`src/rtl/tetris_pkg.sv`:
```
// Shared definitions for the falling-piece sequencer: key codes, field size,
// state encoding and packed-cell helpers.
package tetris_pkg;

  localparam logic [7:0] KEY_LEFT  = 8'h04;
  localparam logic [7:0] KEY_RIGHT = 8'h07;
  localparam logic [7:0] KEY_DOWN  = 8'h16;

  localparam int COLS   = 10;
  localparam int ROWS   = 20;
  localparam int CELL_W = 5;
  localparam int CELLS  = 4;
  localparam int PACK_W = CELL_W * CELLS;

  typedef enum logic [2:0] {SPAWN, IDLE, CHECK, LOCK, OVER} seq_state_t;
  typedef enum logic [1:0] {MV_LEFT, MV_RIGHT, MV_DOWN, MV_GRAV} move_t;

  function automatic logic is_move_key(input logic [7:0] k);
    return (k == KEY_LEFT) || (k == KEY_RIGHT) || (k == KEY_DOWN);
  endfunction

  function automatic move_t key_to_move(input logic [7:0] k);
    move_t m;
    m = MV_DOWN;
    if (k == KEY_LEFT)  m = MV_LEFT;
    if (k == KEY_RIGHT) m = MV_RIGHT;
    return m;
  endfunction

  // Adds d to every cell modulo 32; stepping left off column 0 wraps to 31,
  // which the bounds test below then rejects.
  function automatic logic [PACK_W-1:0] shift_cells(input logic [PACK_W-1:0] c,
                                                    input logic [CELL_W-1:0] d);
    logic [PACK_W-1:0] r;
    r = '0;
    for (int i = 0; i < CELLS; i++) r[i*CELL_W +: CELL_W] = c[i*CELL_W +: CELL_W] + d;
    return r;
  endfunction

  function automatic logic in_field(input logic [PACK_W-1:0] cx, input logic [PACK_W-1:0] cy);
    logic ok;
    ok = 1'b1;
    for (int i = 0; i < CELLS; i++) begin
      if (cx[i*CELL_W +: CELL_W] >= CELL_W'(COLS) || cy[i*CELL_W +: CELL_W] >= CELL_W'(ROWS))
        ok = 1'b0;
    end
    return ok;
  endfunction

endpackage

```
`src/rtl/fall_timer.sv`:
```
// Brings the asynchronous frame strobe into the Clk domain and divides its
// rising edges down to one gravity pulse every FALL_FRAMES frames.
module fall_timer #(
  parameter int FALL_FRAMES = 15
) (
  input  logic Clk,
  input  logic Reset,
  input  logic frame_clk,
  output logic gravity
);

  // sync_q[1:0] is the two-flop synchronizer, sync_q[2] the edge-detect history.
  logic [2:0] sync_q, sync_d;
  logic [4:0] cnt_q, cnt_d;
  logic       tick;

  always_comb begin
    sync_d  = {sync_q[1:0], frame_clk};
    tick    = sync_q[1] & ~sync_q[2];
    cnt_d   = cnt_q;
    if (tick) cnt_d = (cnt_q == 5'(FALL_FRAMES)) ? 5'd1 : cnt_q + 5'd1;
    gravity = tick && (cnt_d == 5'(FALL_FRAMES));
  end

  // NOTE: state registers use non-blocking assignments so every flop samples
  // pre-edge values regardless of statement order.
  always_ff @(posedge Clk or posedge Reset) begin
    if (Reset) begin
      sync_q <= '0;
      cnt_q  <= '0;
    end else begin
      sync_q <= sync_d;
      cnt_q  <= cnt_d;
    end
  end

endmodule

```
`src/rtl/piece_sequencer.sv`:
```
// Moves one horizontal 4-cell piece through spawn, player moves, gravity and
// locking, handshaking collision checks and locks with an external board.
module piece_sequencer
  import tetris_pkg::*;
#(
  parameter int FALL_FRAMES = 15,
  parameter int SPAWN_COL   = 3
) (
  input  logic              Clk,
  input  logic              Reset,
  input  logic              frame_clk,
  input  logic [7:0]        keycode,
  output logic              chk_req,
  output logic [PACK_W-1:0] cand_x,
  output logic [PACK_W-1:0] cand_y,
  input  logic              chk_ack,
  input  logic              chk_hit,
  output logic              lock_req,
  input  logic              lock_done,
  input  logic [2:0]        lines,
  output logic [PACK_W-1:0] x_block,
  output logic [PACK_W-1:0] y_block,
  output logic [15:0]       line_count,
  output logic              game_over
);

  localparam logic [PACK_W-1:0] SPAWN_X = {CELL_W'(SPAWN_COL + 3), CELL_W'(SPAWN_COL + 2),
                                           CELL_W'(SPAWN_COL + 1), CELL_W'(SPAWN_COL)};

  seq_state_t        state_q, state_d;
  logic              chk_req_q, chk_req_d;
  logic [PACK_W-1:0] cand_x_q, cand_x_d, cand_y_q, cand_y_d;
  logic [PACK_W-1:0] x_q, x_d, y_q, y_d;
  logic [15:0]       line_count_q, line_count_d;
  move_t             mv_q, mv_d, key_mv_q, key_mv_d, mv;
  logic              key_pend_q, key_pend_d, grav_pend_q, grav_pend_d;
  logic [7:0]        key_prev_q;
  logic [PACK_W-1:0] cx, cy;
  logic [16:0]       sum;
  logic              gravity, key_evt;

  fall_timer #(.FALL_FRAMES(FALL_FRAMES)) u_fall_timer (
    .Clk      (Clk),
    .Reset    (Reset),
    .frame_clk(frame_clk),
    .gravity  (gravity)
  );

  assign key_evt = is_move_key(keycode) && (keycode != key_prev_q);

  // NOTE: every variable gets a default before the case so no path leaves it
  // unassigned, which would otherwise infer a latch.
  always_comb begin
    state_d      = state_q;
    chk_req_d    = chk_req_q;
    cand_x_d     = cand_x_q;
    cand_y_d     = cand_y_q;
    mv_d         = mv_q;
    x_d          = x_q;
    y_d          = y_q;
    line_count_d = line_count_q;
    key_pend_d   = key_pend_q | key_evt;
    key_mv_d     = key_evt ? key_to_move(keycode) : key_mv_q;
    grav_pend_d  = grav_pend_q | gravity;
    mv           = MV_GRAV;
    cx           = x_q;
    cy           = y_q;
    sum          = {1'b0, line_count_q} + 17'(lines);

    unique case (state_q)
      SPAWN: begin
        if (!chk_req_q) begin
          chk_req_d = 1'b1;
          cand_x_d  = SPAWN_X;
          cand_y_d  = '0;
        end else if (chk_ack) begin
          chk_req_d = 1'b0;
          if (chk_hit) begin
            state_d = OVER;
          end else begin
            x_d     = cand_x_q;
            y_d     = cand_y_q;
            state_d = IDLE;
          end
        end
      end
      IDLE: begin
        if (key_pend_q || grav_pend_q) begin
          // Player input wins over gravity; the gravity flag stays pending.
          if (key_pend_q) begin
            mv         = key_mv_q;
            key_pend_d = key_evt;
          end else begin
            grav_pend_d = gravity;
          end
          unique case (mv)
            MV_LEFT:  cx = shift_cells(x_q, '1);
            MV_RIGHT: cx = shift_cells(x_q, CELL_W'(1));
            default:  cy = shift_cells(y_q, CELL_W'(1));
          endcase
          if (in_field(cx, cy)) begin
            state_d   = CHECK;
            chk_req_d = 1'b1;
            cand_x_d  = cx;
            cand_y_d  = cy;
            mv_d      = mv;
          end else if (mv == MV_DOWN || mv == MV_GRAV) begin
            state_d = LOCK;
          end
        end
      end
      CHECK: begin
        if (chk_ack) begin
          chk_req_d = 1'b0;
          if (!chk_hit) begin
            x_d     = cand_x_q;
            y_d     = cand_y_q;
            state_d = IDLE;
          end else begin
            state_d = (mv_q == MV_LEFT || mv_q == MV_RIGHT) ? IDLE : LOCK;
          end
        end
      end
      LOCK: begin
        if (lock_done) begin
          line_count_d = sum[16] ? 16'hFFFF : sum[15:0];
          key_pend_d   = 1'b0;
          grav_pend_d  = 1'b0;
          state_d      = SPAWN;
        end
      end
      OVER: begin
        key_pend_d  = 1'b0;
        grav_pend_d = 1'b0;
      end
      default: state_d = SPAWN;
    endcase
  end

  always_ff @(posedge Clk or posedge Reset) begin
    if (Reset) begin
      state_q      <= SPAWN;
      chk_req_q    <= 1'b0;
      cand_x_q     <= '0;
      cand_y_q     <= '0;
      mv_q         <= MV_GRAV;
      x_q          <= SPAWN_X;
      y_q          <= '0;
      line_count_q <= '0;
      key_pend_q   <= 1'b0;
      key_mv_q     <= MV_LEFT;
      grav_pend_q  <= 1'b0;
      key_prev_q   <= '0;
    end else begin
      state_q      <= state_d;
      chk_req_q    <= chk_req_d;
      cand_x_q     <= cand_x_d;
      cand_y_q     <= cand_y_d;
      mv_q         <= mv_d;
      x_q          <= x_d;
      y_q          <= y_d;
      line_count_q <= line_count_d;
      key_pend_q   <= key_pend_d;
      key_mv_q     <= key_mv_d;
      grav_pend_q  <= grav_pend_d;
      key_prev_q   <= keycode;
    end
  end

  assign chk_req    = chk_req_q;
  assign cand_x     = cand_x_q;
  assign cand_y     = cand_y_q;
  assign lock_req   = (state_q == LOCK);
  assign x_block    = x_q;
  assign y_block    = y_q;
  assign line_count = line_count_q;
  assign game_over  = (state_q == OVER);

endmodule

```
`config.mk`:
```
export PLATFORM = sky130hd
export DESIGN_NAME = piece_sequencer
export DESIGN_NICKNAME = d
export VERILOG_FILES = /design/src/rtl/tetris_pkg.sv /design/src/rtl/fall_timer.sv /design/src/rtl/piece_sequencer.sv
export SDC_FILE = /design/constraint.sdc
export NUM_CORES = 1
export LEC_CHECK = 0
export ABC_AREA = 1
export CORE_MARGIN = 5
export CORE_UTILIZATION = 30
export CTS_CLUSTER_DIAMETER = 150
export DETAILED_ROUTE_END_ITERATION = 10
export GPL_ROUTABILITY_DRIVEN = 0
export PLACE_DENSITY = 0.62
export SYNTH_ARGS = -nofsm -noshare
export SYNTH_HDL_FRONTEND = slang
export SYNTH_SLANG_ARGS = --single-unit
```
`constraint.sdc`:
```
create_clock -name Clk -period 4.2 [get_ports Clk]
set_clock_uncertainty 0.1 [all_clocks]
set_input_delay 1.05 -clock Clk [delete_from_list [all_inputs] [get_ports Clk]]
set_output_delay 1.05 -clock Clk [all_outputs]
set_load 0.005 [all_outputs]
```
==> impl.org, run 1 <==
** Global route
- Total routing resource utilization after global routing :: approximately 15%
- The number of antenna violations at the first check in global routing came to 0.
- Entering global routing, the biggest net connects 76 pins.
- Overflow after GRT :: 0
- First-pass GRT wire length :: ~29000 um
- Via count of the first global-routing pass :: ~5600

** Logic synthesis
- Yosys printed 0 warnings.
- Number of nets produced by synthesis :: ~880
- Yosys cell types :: 39
- Post-synthesis instance area :: around 6600 um^2
- Summing the sequential cell areas from Yosys gives between 40% and 50% of the chip area.
- The cell count after synthesis came out at about 840.
- Synthesis-stage register bit count :: 121
- A synthesized cell averages between 7 and 8 um^2.

** Detailed routing
- Remaining DRCs :: 0
- The first routing iteration left a little over 300 violations.
- Overall routed net length :: between 15000 and 20000 um
- Dividing the detail-routed via count by the number of cells gives approximately 4.6.
- Detail Route Antenna Nets :: 0
- After detailed routing, the average wire length per cell comes to between 10 and 15 um.
- DRT Pass-1 Iters :: 4
- The routed layout has ~5800 vias.

** Critical path
- Element type at the critical path end :: flip-flop
- The worst setup path is launched from an input port.
- At the worst endpoint, the arrival time is between 3000 and 4000 ps.
- By startpoint and endpoint, the worst setup path is classified as input port to flip-flop.
- Data required time of the worst path :: approximately 4500 ps
- In this run the worst path has a maximum fanout of 4.

** Floorplanning
- Area of the die :: ~25000 um^2
- In this run the horizontal extent of the chip is approximately 160 um.
- Number of cell rows :: 54
- Once the floorplan was initialized, standard cells occupied a little under a third of the core.
- In this run the standard cell core region covers 21690 um^2.
- Chip Height :: 158.2 um
- about 120 I/O pins were placed.

** Clock network
- TritonCTS built the clock tree.
- The number of setup buffers added after CTS is 0.
- Count of hold buffers inserted by post-cts repair :: 0
- Number of H-tree levels :: 4
- Clock-pin slew was measured on the worst setup and hold paths at approximately 60 ps.
- Clock sink count :: between 100 and 150
- Clk Tree Root Cell :: clkbuf_16
- Gates resized, CTS repair :: 0
- Maximum clock path buffer count :: 2
- Clock latency of the later-clocked register in the worst-skew pair :: roughly 410 ps
- Number of buffers created by CTS :: 17

** STA
- Final count of negative-setup-slack endpoints :: 0
- Of the available clock period, the critical path in the final layout requires about three quarters.
- For the pin with the worst max-slew slack, the measured transition is around 840 ps.
- After routing, the total negative slack on setup checks comes to 0 ps.
- Max Clk Rate :: 0.3221 GHz
- RSZ-0062 raised after global routing :: no
- Relative max-transition margin :: 43.51%
- Setup slack on the critical path of the routed design comes to approximately 1100 ps.
- Max-slew violation count :: 0
- Hold Vio Cnt, Final :: 0
- Tmin final :: 3105 ps

** Placement
- Buffers placed on the I/O ports in this run total 115.
- At the placement stage, the worst setup path has a slack of around 690 ps.
- The HPWL after detailed placement is roughly 13000 um.

** Layout
- For this run, the post-layout net count is 1002.
- Number of antenna cells inserted :: 0
- Counting the fill cells in the layout gives approximately 2200.
- Cells with a size suffix above 1 make up roughly 7.6% of the layout.
- The area growth from synthesis to layout is 31.52%.

** Power and ir drop
- VDD sags by at most 0.2418 mV.
- For this design the static power due to leakage is around 0.004 uW.
- In this run the power density over the cells is 329.9 nW/um^2.

** Flow run
- Number of max-capacitance violations reported :: 0

** Outcome
- Run status :: complete, no violations

** Min path
- The worst hold path belongs to the class flip-flop to flip-flop.
## synth_stat cells, drive strengths merged
library cell / instances / area, um^2
fa: 5 / 100.1
inv: 108 / 405.4
o21ai: 58 / 294.0
dfrtp: 113 / 2828
a2bb2oi: 2 / 17.52
nand3: 66 / 330.3
xnor2: 7 / 61.31
nand4: 15 / 93.84
mux2: 5 / 56.30
or2: 13 / 81.33
o22ai: 1 / 6.260
xor2: 10 / 87.58
dfstp: 8 / 210.2
clkbuf: 10 / 38.78
o41ai: 2 / 17.52
nor4: 2 / 12.51
nor2: 68 / 270.3
o21a: 2 / 15.01
a21oi: 45 / 225.2
nand2: 246 / 925.9
o211ai: 1 / 7.510
o2bb2ai: 1 / 8.760
nor3: 6 / 35.03
ha: 20 / 250.2
a31oi: 3 / 18.77
o2111ai: 1 / 8.760
buf: 17 / 135.1
nand3b: 6 / 45.04
## final cells by class
class | instances | area [um^2] | share of cell area [%]
Clock buffer | 22 | 464.2 | 5.359
Clock inverter | 10 | 150.1 | 1.733
Inverter | 108 | 409.1 | 4.723
Multi-Input combinational cell | 585 | 2972 | 34.31
Sequential cell | 121 | 3038 | 35.07
Tap cell | 280 | 350.3 | 4.044
Timing Repair Buffer | 127 | 1279 | 14.76
## metrics by stage
stage	util (%)	cell area, um^2	power (uW)	hold slack (ps)	std cells
after floorplan	-	6590	1300	231.2	841
after global placement	37.11	8048	1347	243.3	1221
after detailed placement	37.11	8048	1349	240.2	1221
after CTS	39.94	8662	2896	252.0	1253
after global routing	39.94	8662	2975	253.8	1253
final	39.94	8662	2858	247.4	1253
## worst paths after layout
path	startpoint	to	slack, ps	cells after the start
worst min-delay path	u_fall_timer.sync_q[0]$_DFF_PP0_	u_fall_timer.sync_q[1]$_DFF_PP0_	250	0
worst min register to register	u_fall_timer.sync_q[0]$_DFF_PP0_	u_fall_timer.sync_q[1]$_DFF_PP0_	250	0
worst max-delay path	lines[0]	line_count[14]$_DFFE_PP0P_	1100	14
max in group asynchronous	Reset	mv_q[1]$_DFFE_PP1P_	2590	3
min in group asynchronous	Reset	y_block[10]$_DFFE_PP0P_	770	2
worst max register to register	key_mv_q[1]$_DFFE_PP0P_	cand_y[15]$_DFFE_PP0P_	1170	16
## layout by cell type (no fill, tap or decap), drive strengths merged, types with 5 or more instances in the layout
master | Yosys | layout
clkbuf | 10 | 22
nand2 | 246 | 246
or2 | 13 | 13
ha | 20 | 20
nor2 | 68 | 68
nand3 | 66 | 66
xnor2 | 7 | 7
dfrtp | 113 | 113
fa | 5 | 5
nand4 | 15 | 15
clkdlybuf4s50 | 0 | 115
buf | 17 | 12
nor3 | 6 | 6
dfstp | 8 | 8
inv | 108 | 107
mux2 | 5 | 5
clkinv | 0 | 6
o21ai | 58 | 58
a21oi | 45 | 45
nand3b | 6 | 6
xor2 | 10 | 10
## state kept, by name (all words and copies together), names as in the netlist
register	flops
y_block	20
u_fall_timer.cnt_q	5
cand_y	20
line_count	16
grav_pend_q	1
u_fall_timer.sync_q	3
state_q	3
mv_q	1
key_mv_q	2
key_pend_q	1
chk_req	1
key_prev_q	8
x_block	20
cand_x	20
## per-layer routing
metal,vias up,wire length (um),track usage (%)
li1,2938,-,-
met1,2696,8133,19.38
met2,113,8444,24.38
met3,16,928,4.128
met4,0,192,3.859
met5,-,0,0
## kinds of logic (layout without fill, tap and decap cells)
family | count (synthesis) | in the layout | synth area share, %
fa+ha+maj | 25 | 25 | 5.319
buf+inv | 135 | 267 | 8.796
mux | 5 | 5 | 0.8548
simple gates | 422 | 422 | 27.24
compound gates | 116 | 116 | 9.404
xor+xnor | 17 | 17 | 2.261
flops | 121 | 121 | 46.12
## power breakdown
part / switching (uW) / total (uW) / internal, uW
registers: 16.2 / 1210 / 1190
clock network: 514 / 1530 / 1020
logic: 68.5 / 120 / 51.8
## critical path, cell delays in order
cell and delay (ps):
clkdlybuf4s50_1 460, ha_1 170, inv_1 60, fa_1 370, nor2_1 140, o21ai_0 90
inv_1 80, nand2_1 80, nor2_1 240, nand2_1 120, inv_1 90, nand2_1 60
or2_2 270, nand3_1 70
Power figures use the tool's default switching activity.
==> run 2: changes to the inputs <==
==> constraint.sdc (replaced) <==
create_clock -name Clk -period 2.8 [get_ports Clk]
set_clock_uncertainty 0.1 [all_clocks]
set_input_delay 0.7 -clock Clk [delete_from_list [all_inputs] [get_ports Clk]]
set_output_delay 0.7 -clock Clk [all_outputs]
set_load 0.005 [all_outputs]
==> run 2 against run 1 <==
  * The run now ends with negative setup slack left
  * Total power is 46% higher
  * Non-clock buffer count is 42 higher
  * Critical path depth is 2 higher
  * Design area is 9.8% higher
  * Sequential share of layout area is 3.1 points lower
  * Critical endpoint is now cand_y[0]$_DFFE_PP0P_
  * Largest cell class is now multi-input combinational cells
  * Highest routed layer unchanged
==> impl.org, run 2 (synthesis results as in run 1) <==
** Global route
- Overflow after GRT :: 0 (unchanged)
- The number of antenna violations at the first check in global routing was 0 (unchanged).
- Total routing resource utilization after global routing :: 14.69% (was 14.84%)
- Maximum number of pins on one net before global-route repair :: 55 (was 76)
- The first-pass GRT wire length is 28890 um (was 29300 um).
- Via count of the first global-routing pass :: 5680 (was 5641)

** Clock network
- Number of buffers created by CTS :: 17 (unchanged)
- The number of levels in the clock H-tree was 4 (unchanged).
- The clock slew seen by the registers of the worst setup and hold paths is 50 ps (was 60 ps).
- Clock sink count :: 121 (unchanged)
- The source-to-sink clock delay at the later pin of the worst-skew pair came to 420 ps (was 410 ps).
- Clk Tree Root Cell :: clkbuf_16 (unchanged)
- The maximum clock path buffer count came to 2 (unchanged).
- The CTS tree was built (unchanged).

** STA
- Max-slew violation count :: 0 (unchanged)
- In the finished design, the share of the clock period the worst path needs comes to 101.4%.
- The summed negative setup slack over all endpoints came to -402.7 ps (was 0 ps).
- The headroom to the max-slew limit was 28.67% (was 43.51%).
- Tmin final :: about 2800 ps
- The final number of hold-violating endpoints came to 0 (unchanged).
- Worst Slack Setup Final :: -39.49 ps (was 1095 ps)
- Final count of negative-setup-slack endpoints :: 14 (was 0)
- Timing would allow up to 0.3522 GHz.
- RSZ-0062 raised after global routing :: yes (was no)
- Slew at the pin closest to its max-slew limit :: 1056 ps (was 836.4 ps)

** Detailed routing
- The average vias per placed instance is 4.644 (was 4.599).
- The number of design-rule violations left by the first detailed-router iteration was 352 (was 311).
- The post-detailed-route DRC marker count came to 0 (unchanged).
- Detail Route Antenna Nets :: 0 (unchanged)
- Overall routed net length :: 19220 um (was 17700 um)
- Routed length per placed instance :: 14.83 um (was 14.13 um)
- DRT Pass-1 Iters :: 6 (was 4)
- The via count is 6019 (was 5763).

** Layout
- The share of final-layout standard cells stronger than drive strength 1 is 19.29% (was 7.605%).
- The final-layout fill cell count came to 2121 (was 2181).
- Final design instance area without fill :: 9508 um^2 (was 8662 um^2)
- Most common library cell in the layout ignoring fill and taps :: nand2_1 (unchanged)
- Post-route insts no fill :: 1296 (was 1253)
- The final antenna diode count is 0 (unchanged).
- The number of nets at the end of the flow came to 1046 (was 1002).
- Highest-count cells in the layout ignoring fill and taps :: 215 x nand2_1, 115 x clkdlybuf4s50_1, 113 x dfrtp_1 (was 245 x nand2_1, 115 x clkdlybuf4s50_1, 113 x dfrtp_1)
- Signed area change from the synthesized netlist to the final layout :: 44.36% (was 31.52%)

** Floorplanning
- Number of I/O pins :: 116 (unchanged)
- The total number of placement rows came to 54 (unchanged).
- The area of the core came to 21690 um^2 (unchanged).
- The floorplan die area is 25020 um^2 (unchanged).
- Chip Width :: 158.2 um (unchanged)
- The die outline height came to 158.2 um (unchanged).
- Effective utilization at floorplan :: 30.37% (unchanged)

** Min path
- The terminating pin of the worst hold path is u_fall_timer.sync_q[1]$_DFF_PP0_ (unchanged).
- The launch instance of the worst min-delay path was u_fall_timer.sync_q[0]$_DFF_PP0_ (unchanged).
- Class of the worst hold path :: flip-flop to flip-flop (unchanged)
- Worst Hold Path Cells :: 0 (unchanged)

** Outcome
- The checks that failed: negative setup slack.
- Run status: finished with violations (was complete, no violations).

** Critical path
- Critical setup path kind :: flip-flop to flip-flop (was input port to flip-flop)
- Cells traversed along the worst timing path :: nand3_2, clkinvlp_4, fa_2, nand2_2, o21ai_2, o211ai_1, nand3_1, nand2_1, nor2_2, nand4_1, nand2_4, buf_12, buf_12, inv_12, nand2_2, nand2_1 (was clkdlybuf4s50_1, ha_1, inv_1, fa_1, nor2_1, o21ai_0, inv_1, nand2_1, nor2_1, nand2_1, inv_1, nand2_1, or2_2, nand3_1)
- Data required time of the worst path :: 3000 ps (was 4450 ps)
- Reg-to-reg endpoint :: cand_y[0]$_DFFE_PP0P_ (was cand_y[15]$_DFFE_PP0P_)
- The startpoint class of the critical path was a flip-flop (was input port).
- Element type at the critical path end :: flip-flop (unchanged)
- Flop-to-flop setup slack :: -40 ps (was 1170 ps)
- Logic depth of the worst register-to-register path :: 16 (unchanged)
- The largest stage delay on the critical path came to 580 ps (was 460 ps).
- Launch point of the worst path :: key_mv_q[0]$_DFFE_PP0P_ (was lines[0])
- Critical Path Slowest Stage Cell :: fa_2 (was clkdlybuf4s50_1)
- The maximum fanout along the worst path was 6 (was 4).
- Critical Path AT :: 3040 ps (was 3350 ps)
- The start of the worst register-to-register path was key_mv_q[0]$_DFFE_PP0P_ (was key_mv_q[1]$_DFFE_PP0P_).

** Power and ir drop
- The internal portion of total power came to 3265 uW (was 2260 uW).
- Areal power density over the cells :: 438.6 nW/um^2 (was 329.9 nW/um^2)
- The share of total power in combinational logic was 4.7% (was 4.2%).
- Portion of total power attributed to the clock network :: 51.9% (was 53.6%)
- The maximum ir drop on the vdd rail came to 0.4001 mV (was 0.2418 mV).
- The part of the total power dissipated in sequential elements was 43.4% (was 42.2%).
- Final Total Pwr :: 4171 uW (was 2858 uW)
- The net switching fraction of the power came to 21.72% (was 20.93%).
- The leakage dissipation was 0.004400 uW (was 0.004089 uW).
- The net switching power of the design is 906.0 uW (was 598.2 uW).

** Placement
- The count of port buffers added during placement came to 115 (unchanged).
- The cell area reported after detailed placement was 8305 um^2 (was 8048 um^2).
- Pre-CTS setup slack :: -297.8 ps (was 692.0 ps)
- The number of placed cells counting well taps is 1248 (was 1221).
- The total half-perimeter wirelength after legalization and detailed placement is 12960 um (was 12610 um).

** Flow run
- The number of maximum-capacitance constraint violations came to 0 (unchanged).
==> run 2: critical path: cells and delay by family, from the launching register on <==
| family | cells | cell delay [ps] |
|---|---|---|
| adders and majority gates | 1 | 580 |
| DFF | 1 | 390 |
| and+or+nand+nor | 9 | 970 |
| buffers and inverters | 4 | 530 |
| AOI/OAI and AO/OA | 2 | 170 |
==> run 2: layout make-up <==
class	instances	area [um^2]	share of cell area, %
flip-flops and latches	121	3038	31.95
multi-input cells	585	3307	34.78
well taps	280	350.3	3.685
clock buffers	23	488.0	5.132
clock inverters	8	93.84	0.9870
repair buffers	169	1778	18.70
repair inverters	2	27.53	0.2895
inverters	108	425.4	4.474
==> run 2: how the worst max path moves through the flow <==
stage                                  to  depth (start not counted)
3_3_place_gp   line_count[14]$_DFFE_PP0P_                         14
3_5_place_dp   line_count[14]$_DFFE_PP0P_                         14
5_1_grt             cand_x[5]$_DFFE_PP0P_                         19
6_report            cand_y[0]$_DFFE_PP0P_                         16
2_1_floorplan      cand_x[11]$_DFFE_PP0P_                         18
4_1_cts             cand_y[6]$_DFFE_PP0P_                         15
==> run 2: power groups by stage <==
stage | sequential (uW) | combinational, uW | clock [uW]
5_1_grt | 1810 | 231 | 2300
2_1_floorplan | 1830 | 115 | 0
3_3_place_gp | 1840 | 195 | 0
3_5_place_dp | 1840 | 200 | 0
6_report | 1810 | 196 | 2170
4_1_cts | 1810 | 201 | 2220
==> run 2: per-layer routing <==
| layer | GRT usage, % | part of all wire, % |
|---|---|---|
| met4 | 3.737 | 1.1 |
| met2 | 24.00 | 48 |
| met5 | 0 | 0 |
| met1 | 19.31 | 47 |
| met3 | 4.128 | 4.0 |
==> run 2: repair_timing <==
action | in CTS | in global routing
endpoints found under the setup margin | 14 | 46
pin swaps | 0 | 22
buffers inserted | 0 | 11
resized for setup | 2 | 122
endpoints found under the hold margin | 0 | 0
cloned | 0 | 6
hold buffers | 0 | 0
==> run 2: metrics by stage <==
stage                     hold slack [ps]  util [%]
after global placement              243.3     38.29
after detailed placement            239.4     38.29
after CTS                           257.6     41.01
final                               251.8     43.84
after floorplan                     231.2         -
after global routing                269.4     43.84
